### src/rtl/instr_sequencer_pkg.sv
// rtl/instr_sequencer_pkg.sv - shared state and trap-cause encodings for the instruction sequencer
package instr_sequencer_pkg;

  localparam int TIMER_W = 8;

  typedef enum logic [2:0] {
    ST_IDLE      = 3'd0,
    ST_FETCH     = 3'd1,
    ST_DECODE    = 3'd2,
    ST_EXECUTE   = 3'd3,
    ST_MEM       = 3'd4,
    ST_WRITEBACK = 3'd5,
    ST_TRAP      = 3'd6
  } state_e;

  typedef enum logic [1:0] {
    CAUSE_NONE    = 2'b00,
    CAUSE_ILLEGAL = 2'b01,
    CAUSE_IMEM_TO = 2'b10,
    CAUSE_DMEM_TO = 2'b11
  } cause_e;

endpackage

### src/rtl/instr_sequencer_req_timer.sv
// rtl/instr_sequencer_req_timer.sv - loadable 8-bit wait counter shared by the fetch and data-memory handshakes
module req_timer
  import instr_sequencer_pkg::*;
(
  input  logic               clk,
  input  logic               rst_n,
  input  logic               i_load,
  input  logic [TIMER_W-1:0] i_limit,
  input  logic               i_clear,
  input  logic               i_inc,
  output logic               o_expired
);

  logic [TIMER_W-1:0] r_count;
  logic [TIMER_W-1:0] r_limit;

  // Load restarts the count and captures the last wait cycle allowed for this request.
  always_ff @(posedge clk or negedge rst_n) begin
    if (!rst_n) begin
      r_count <= '0;
      r_limit <= '0;
    end else if (i_load) begin
      r_count <= '0;
      r_limit <= i_limit;
    end else if (i_clear) begin
      r_count <= '0;
    end else if (i_inc && !o_expired) begin
      r_count <= r_count + TIMER_W'(1);
    end
  end

  assign o_expired = (r_count == r_limit);

endmodule

### src/rtl/instr_sequencer.sv
// rtl/instr_sequencer.sv - multi-cycle fetch/decode/execute/mem/writeback control FSM with retire counter and traps
module instr_sequencer
  import instr_sequencer_pkg::*;
#(
  parameter int TIMEOUT = 16,
  parameter int CNT_W   = 32
) (
  input  logic             clk,
  input  logic             rst_n,
  input  logic             run,
  output logic             imem_req,
  input  logic             imem_ack,
  output logic             ir_load,
  input  logic             valid_inst,
  input  logic             mem_read,
  input  logic             mem_write,
  input  logic             reg_write,
  output logic             dmem_req,
  output logic             dmem_we,
  input  logic             dmem_ack,
  output logic             rf_we,
  output logic             pc_we,
  output logic [CNT_W-1:0] retired,
  output logic             trap,
  output logic [1:0]       trap_cause,
  output logic [2:0]       state_o
);

  localparam logic [TIMER_W-1:0] LP_LIMIT = TIMER_W'(TIMEOUT - 1);

  state_e           r_state;
  cause_e           r_cause;
  logic             r_dmem_we;
  logic [CNT_W-1:0] r_retired;

  logic w_enter_req;
  logic w_in_req;
  logic w_wait;
  logic w_expired;

  // Asserted in the cycle whose clock edge moves the FSM into FETCH or MEM.
  assign w_enter_req = ((r_state == ST_IDLE || r_state == ST_WRITEBACK) && run) ||
                       (r_state == ST_EXECUTE && (mem_read || mem_write));
  assign w_in_req    = (r_state == ST_FETCH) || (r_state == ST_MEM);
  assign w_wait      = ((r_state == ST_FETCH) && !imem_ack) ||
                       ((r_state == ST_MEM) && !dmem_ack);

  req_timer u_req_timer (
    .clk       (clk),
    .rst_n     (rst_n),
    .i_load    (w_enter_req),
    .i_limit   (LP_LIMIT),
    .i_clear   (!w_in_req),
    .i_inc     (w_wait),
    .o_expired (w_expired)
  );

  always_ff @(posedge clk or negedge rst_n) begin
    if (!rst_n) begin
      r_state   <= ST_IDLE;
      r_cause   <= CAUSE_NONE;
      r_dmem_we <= 1'b0;
      r_retired <= '0;
    end else begin
      case (r_state)
        ST_IDLE: begin
          if (run) r_state <= ST_FETCH;
        end
        ST_FETCH: begin
          // An ack on the final allowed wait cycle takes priority over the timeout.
          if (imem_ack) begin
            r_state <= ST_DECODE;
          end else if (w_expired) begin
            r_state <= ST_TRAP;
            r_cause <= CAUSE_IMEM_TO;
          end
        end
        ST_DECODE: begin
          if (!valid_inst) begin
            r_state <= ST_TRAP;
            r_cause <= CAUSE_ILLEGAL;
          end else begin
            r_state <= ST_EXECUTE;
          end
        end
        ST_EXECUTE: begin
          r_dmem_we <= mem_write;
          r_state   <= (mem_read || mem_write) ? ST_MEM : ST_WRITEBACK;
        end
        ST_MEM: begin
          if (dmem_ack) begin
            r_state <= ST_WRITEBACK;
          end else if (w_expired) begin
            r_state <= ST_TRAP;
            r_cause <= CAUSE_DMEM_TO;
          end
        end
        ST_WRITEBACK: begin
          r_retired <= r_retired + CNT_W'(1);
          r_state   <= run ? ST_FETCH : ST_IDLE;
        end
        ST_TRAP: begin
          r_state <= ST_TRAP;
        end
        default: begin
          r_state <= ST_IDLE;
        end
      endcase
    end
  end

  assign imem_req   = (r_state == ST_FETCH);
  assign ir_load    = imem_req && imem_ack;
  assign dmem_req   = (r_state == ST_MEM);
  assign dmem_we    = dmem_req && r_dmem_we;
  assign pc_we      = (r_state == ST_WRITEBACK);
  assign rf_we      = pc_we && reg_write;
  assign trap       = (r_state == ST_TRAP);
  assign trap_cause = r_cause;
  assign retired    = r_retired;
  assign state_o    = r_state;

endmodule

### config.mk
export PLATFORM = sky130hd
export DESIGN_NAME = instr_sequencer
export DESIGN_NICKNAME = d
export VERILOG_FILES = /design/src/rtl/instr_sequencer_pkg.sv /design/src/rtl/instr_sequencer_req_timer.sv /design/src/rtl/instr_sequencer.sv
export SDC_FILE = /design/constraint.sdc
export NUM_CORES = 1
export LEC_CHECK = 0
export CAP_MARGIN = 20
export CORE_UTILIZATION = 40
export CTS_CLUSTER_DIAMETER = 150
export DETAILED_ROUTE_END_ITERATION = 10
export GPL_TIMING_DRIVEN = 0
export PLACE_DENSITY_LB_ADDON = 0.25
export SETUP_SLACK_MARGIN = 0.1
export SLEW_MARGIN = 20
export SYNTH_ARGS = -nofsm -noshare
export SYNTH_HDL_FRONTEND = slang
export SYNTH_SLANG_ARGS = --single-unit
### constraint.sdc
create_clock -name clk -period 1.8 [get_ports clk]
set_input_delay 0.54 -clock clk [delete_from_list [all_inputs] [get_ports clk]]
set_output_delay 0.54 -clock clk [all_outputs]
set_load 0.03 [all_outputs]
==> insert_results.sql <==
INSERT INTO impl_metrics (metric_group, metric, value, unit) VALUES
('run_status', 'outcome', 'finished with violations', ''),
('run_status', 'violated_checks', 'negative setup slack', ''),
('clocking', 'clk-insertion-delay-late', '0.32', 'ns'),
('clocking', 'holdBufCountCts', '0', ''),
('die', 'die-width', '82.97', 'um'),
('setup_path', 'cp_common_cell', 'sky130_fd_sc_hd__buf_8', ''),
('setup_path', 'crit_path_max_incr_delay', '0.44', 'ns'),
('cells_and_area', 'syn_to_final_growth', '57.25', '%'),
('yosys', 'synthesis.instances', '246', ''),
('sta', 'timing.final.hold_violations', '0', ''),
('sta', 'slew-limit-headroom', '0.6612', ''),
('grt', 'first_pass_grt_wire_length', '10730', 'um'),
('cells_and_area', 'finish.cell_count_without_fillers', '428', ''),
('setup_path', 'worst-r2r-cell-count', '7', ''),
('routing', 'route.vias.total', '2254', ''),
('sta', 'grt_setup_unrepaired', 'yes', ''),
('die', 'io-pin-count', '53', ''),
('yosys', 'yosys_most_used_dff', 'sky130_fd_sc_hd__dfrtp_1', ''),
('yosys', 'postSynthRegisterBits', '47', ''),
('yosys', 'synth_xor_xnor_area_share', '0.1135', ''),
('clocking', 'numCtsBuffers', '5', ''),
('yosys', 'synth_top_area_cell', 'sky130_fd_sc_hd__dfrtp_1', ''),
('sta', 'setup_viol', '20', ''),
('routing', 'dr.first_iter.drc_count', '65', ''),
('clocking', 'clock_tree.htree_level_count', '2', ''),
('setup_path', 'r2r-start', 'state_o[1]$_DFFE_PN0P_', ''),
('cells_and_area', 'drive_above_1_share', '0.4672', ''),
('grt', 'globalRouteOverflowTotal', '0', ''),
('yosys', 'syn_avg_cell_area', '10.66', 'um^2'),
('grt', 'grt_start_max_net_pins', '28', ''),
('clocking', 'cts.sink_count', '47', ''),
('sta', 'clock-skew-final', '0.007532', 'ns'),
('routing', 'routed_wire_length_per_instance', '16.11', 'um'),
('grt', 'number_of_antenna_violations_at_the_first_check_in_global_routing', '0', ''),
('sta', 'final_report_max_slew_violation_count', '0', ''),
('placement', 'detailedPlace.worstSlack', '-0.6721', 'ns'),
('setup_path', 'critical_path_arrival', '1.44', 'ns'),
('routing', 'drtAntennaViolNets', '0', ''),
('yosys', 'synth.top_cells.by_count', 'sky130_fd_sc_hd__dfrtp_1, sky130_fd_sc_hd__nand2_1, sky130_fd_sc_hd__nor2_1, sky130_fd_sc_hd__xor2_1, sky130_fd_sc_hd__xnor2_1', ''),
('setup_path', 'critPathMaxFanout', '8', ''),
('die', 'initial_core_util', '0.4130', ''),
('sta', 'finalWorstPathRequiredPeriod', '1.980', 'ns'),
('die', 'die-height', '82.97', 'um'),
('yosys', 'synth_sequential_area_ratio', '0.4485', ''),
('setup_path', 'worst_setup_path_end_kind', 'output port', ''),
('cells_and_area', 'nFillCells', '474', ''),
('setup_path', 'critical_path.cell_chain', 'buf_8, buf_8, nor2_4, and2_4, buf_6', ''),
('cells_and_area', 'fin_util', '0.6495', ''),
('yosys', 'yosys.area_share.simple', '0.2715', ''),
('clocking', 'cts_tree', 'yes', ''),
('grt', 'vias_in_the_first_global_route', '2094', ''),
('min_path', 'hold_path.class', 'input pin to asynchronous set/reset pin', ''),
('placement', 'buffer_ports.inserted', '52', ''),
('setup_path', 'crit_end', 'ir_load', ''),
('yosys', 'synth.top_cells.by_area', 'sky130_fd_sc_hd__dfrtp_1, sky130_fd_sc_hd__xor2_1, sky130_fd_sc_hd__xnor2_1', ''),
('yosys', 'synth_fa_ha_area_frac', '0.009542', ''),
('yosys', 'most_frequent_cell_after_synthesis', 'sky130_fd_sc_hd__dfrtp_1', ''),
('routing', 'routed_wirelength', '6895', 'um'),
('sta', 'max_slew.worst_pin.slew', '0.5082', 'ns'),
('setup_path', 'critical_path_class', 'flip-flop to output port', ''),
('yosys', 'synth_top_area_share', '0.4485', ''),
('yosys', 'postSynth.asyncResetShare', '1.000', ''),
('yosys', 'synth.net_count', '257', ''),
('yosys', 'share_of_the_synthesized_area_in_compound_gates_ao_oa_aoi_oai', '0.08349', ''),
('routing', 'detailedRoute.firstPassIterationCount', '4', ''),
('sta', 'postLayoutSetupSlackWorst', '-0.1802', 'ns'),
('power', 'leakage', '2.161', 'nW'),
('job', 'cap_viol_max_count', '0', ''),
('cells_and_area', 'antennaDiodeCount', '0', ''),
('yosys', 'yosys-mux-area-fraction', '0.02767', ''),
('die', 'die_area', '6884', 'um^2');
-- worst min path at each step --
stage | slack, ns | end | start
2_1_floorplan | 0.24 | r_dmem_we$_DFFE_PN0P_ | rst_n
3_3_place_gp | 0.46 | retired[31]$_DFFE_PN0P_ | retired[31]$_DFFE_PN0P_
3_5_place_dp | 0.46 | retired[31]$_DFFE_PN0P_ | retired[31]$_DFFE_PN0P_
4_1_cts | 0.19 | u_req_timer.r_count[0]$_DFFE_PN0P_ | rst_n
5_1_grt | 0.22 | r_dmem_we$_DFFE_PN0P_ | rst_n
6_report | 0.18 | r_dmem_we$_DFFE_PN0P_ | rst_n
-- stage by stage --
stage / hold WS [ns] / area, um^2 / setup TNS, ns / total power, mW
after detailed placement: 0.4600 / 3418 / -6.852 / 2.902
after floorplan: 0.2444 / 2786 / -0.07173 / 2.409
after CTS: 0.1946 / 3895 / -1.238 / 4.042
after global routing: 0.2221 / 4124 / -3.236 / 4.677
after global placement: 0.4552 / 3403 / -68.14 / 2.883
final: 0.1789 / 4124 / -1.547 / 4.476
-- final cells by class --
| type | count | area, um^2 | share of cell area |
|---|---|---|---|
| Clock buffer | 6 | 82.58 | 0.02002 |
| Timing Repair Buffer | 98 | 865.8 | 0.2100 |
| Buffer | 10 | 175.2 | 0.04248 |
| Clock inverter | 2 | 16.27 | 0.003944 |
| Multi-Input combinational cell | 178 | 1638 | 0.3971 |
| Inverter | 10 | 50.05 | 0.01214 |
| Sequential cell | 47 | 1200 | 0.2910 |
| Tap cell | 77 | 96.34 | 0.02336 |
-- where the power goes --
| group | total (mW) | internal (mW) | switching [mW] | leakage (nW) |
|---|---|---|---|---|
| Combinational | 2.45 | 1.24 | 1.21 | 1.51 |
| Sequential | 1.31 | 1.18 | 0.134 | 0.605 |
| Clock | 0.708 | 0.314 | 0.394 | 0.0474 |
| Total | 4.48 | 2.74 | 1.74 | 2.16 |
-- cell families (layout without fill, tap and decap cells) --
logic type / after synthesis / in the layout
adders and majority gates: 2 / 2
xor gates and xnor gates: 34 / 34
DFF: 47 / 47
buffers and inverters: 21 / 126
muxes: 7 / 7
and+or+nand+nor: 105 / 105
AOI/OAI and AO/OA: 30 / 30
-- sequential cells by signal, summed over array words and instances (netlist names) --
register	flops
u_req_timer.r_count	8
r_dmem_we	1
u_req_timer.r_limit	1
state_o	3
trap_cause	2
retired	32
-- timing repair --
item | CTS | global route
pin swaps | 28 | 30
gates cloned | 0 | 1
buffers inserted | 25 | 20
setup endpoints to repair | 69 | 60
resized for setup | 147 | 51
-- metal layers --
layer	GRT usage	routed length, um	vias to the layer above
li1	-	-	1087
met1	0.2589	2948	1093
met2	0.3137	3520	65
met3	0.04473	304	9
met4	0.07367	122	0
met5	0	0	-
-- worst max-delay path: cells and delay by family (launching register included) --
kind                   cells  cell delay (ns)
and+or+nand+nor            2             0.30
buffers and inverters      3             0.39
DFF                        1             0.44
-- placed cells by master, fill, tap and decap left out, drive strengths merged, types with 4 or more instances in the layout --
cell type and instances:
and4 4, inv 9, buf 63, xor2 18
clkdlybuf4s50 5, nand2 18, a21oi 8, nand4 7
o211ai 4, and3 4, nor4 8, nor2 18
mux2i 5, nor3 14, nand2b 4, clkdlybuf4s15 12
xnor2 16, clkbuf 21, dlygate4sd2 13, nand3 8
dfrtp 47, o21ai 4
Power figures use the tool's default switching activity.
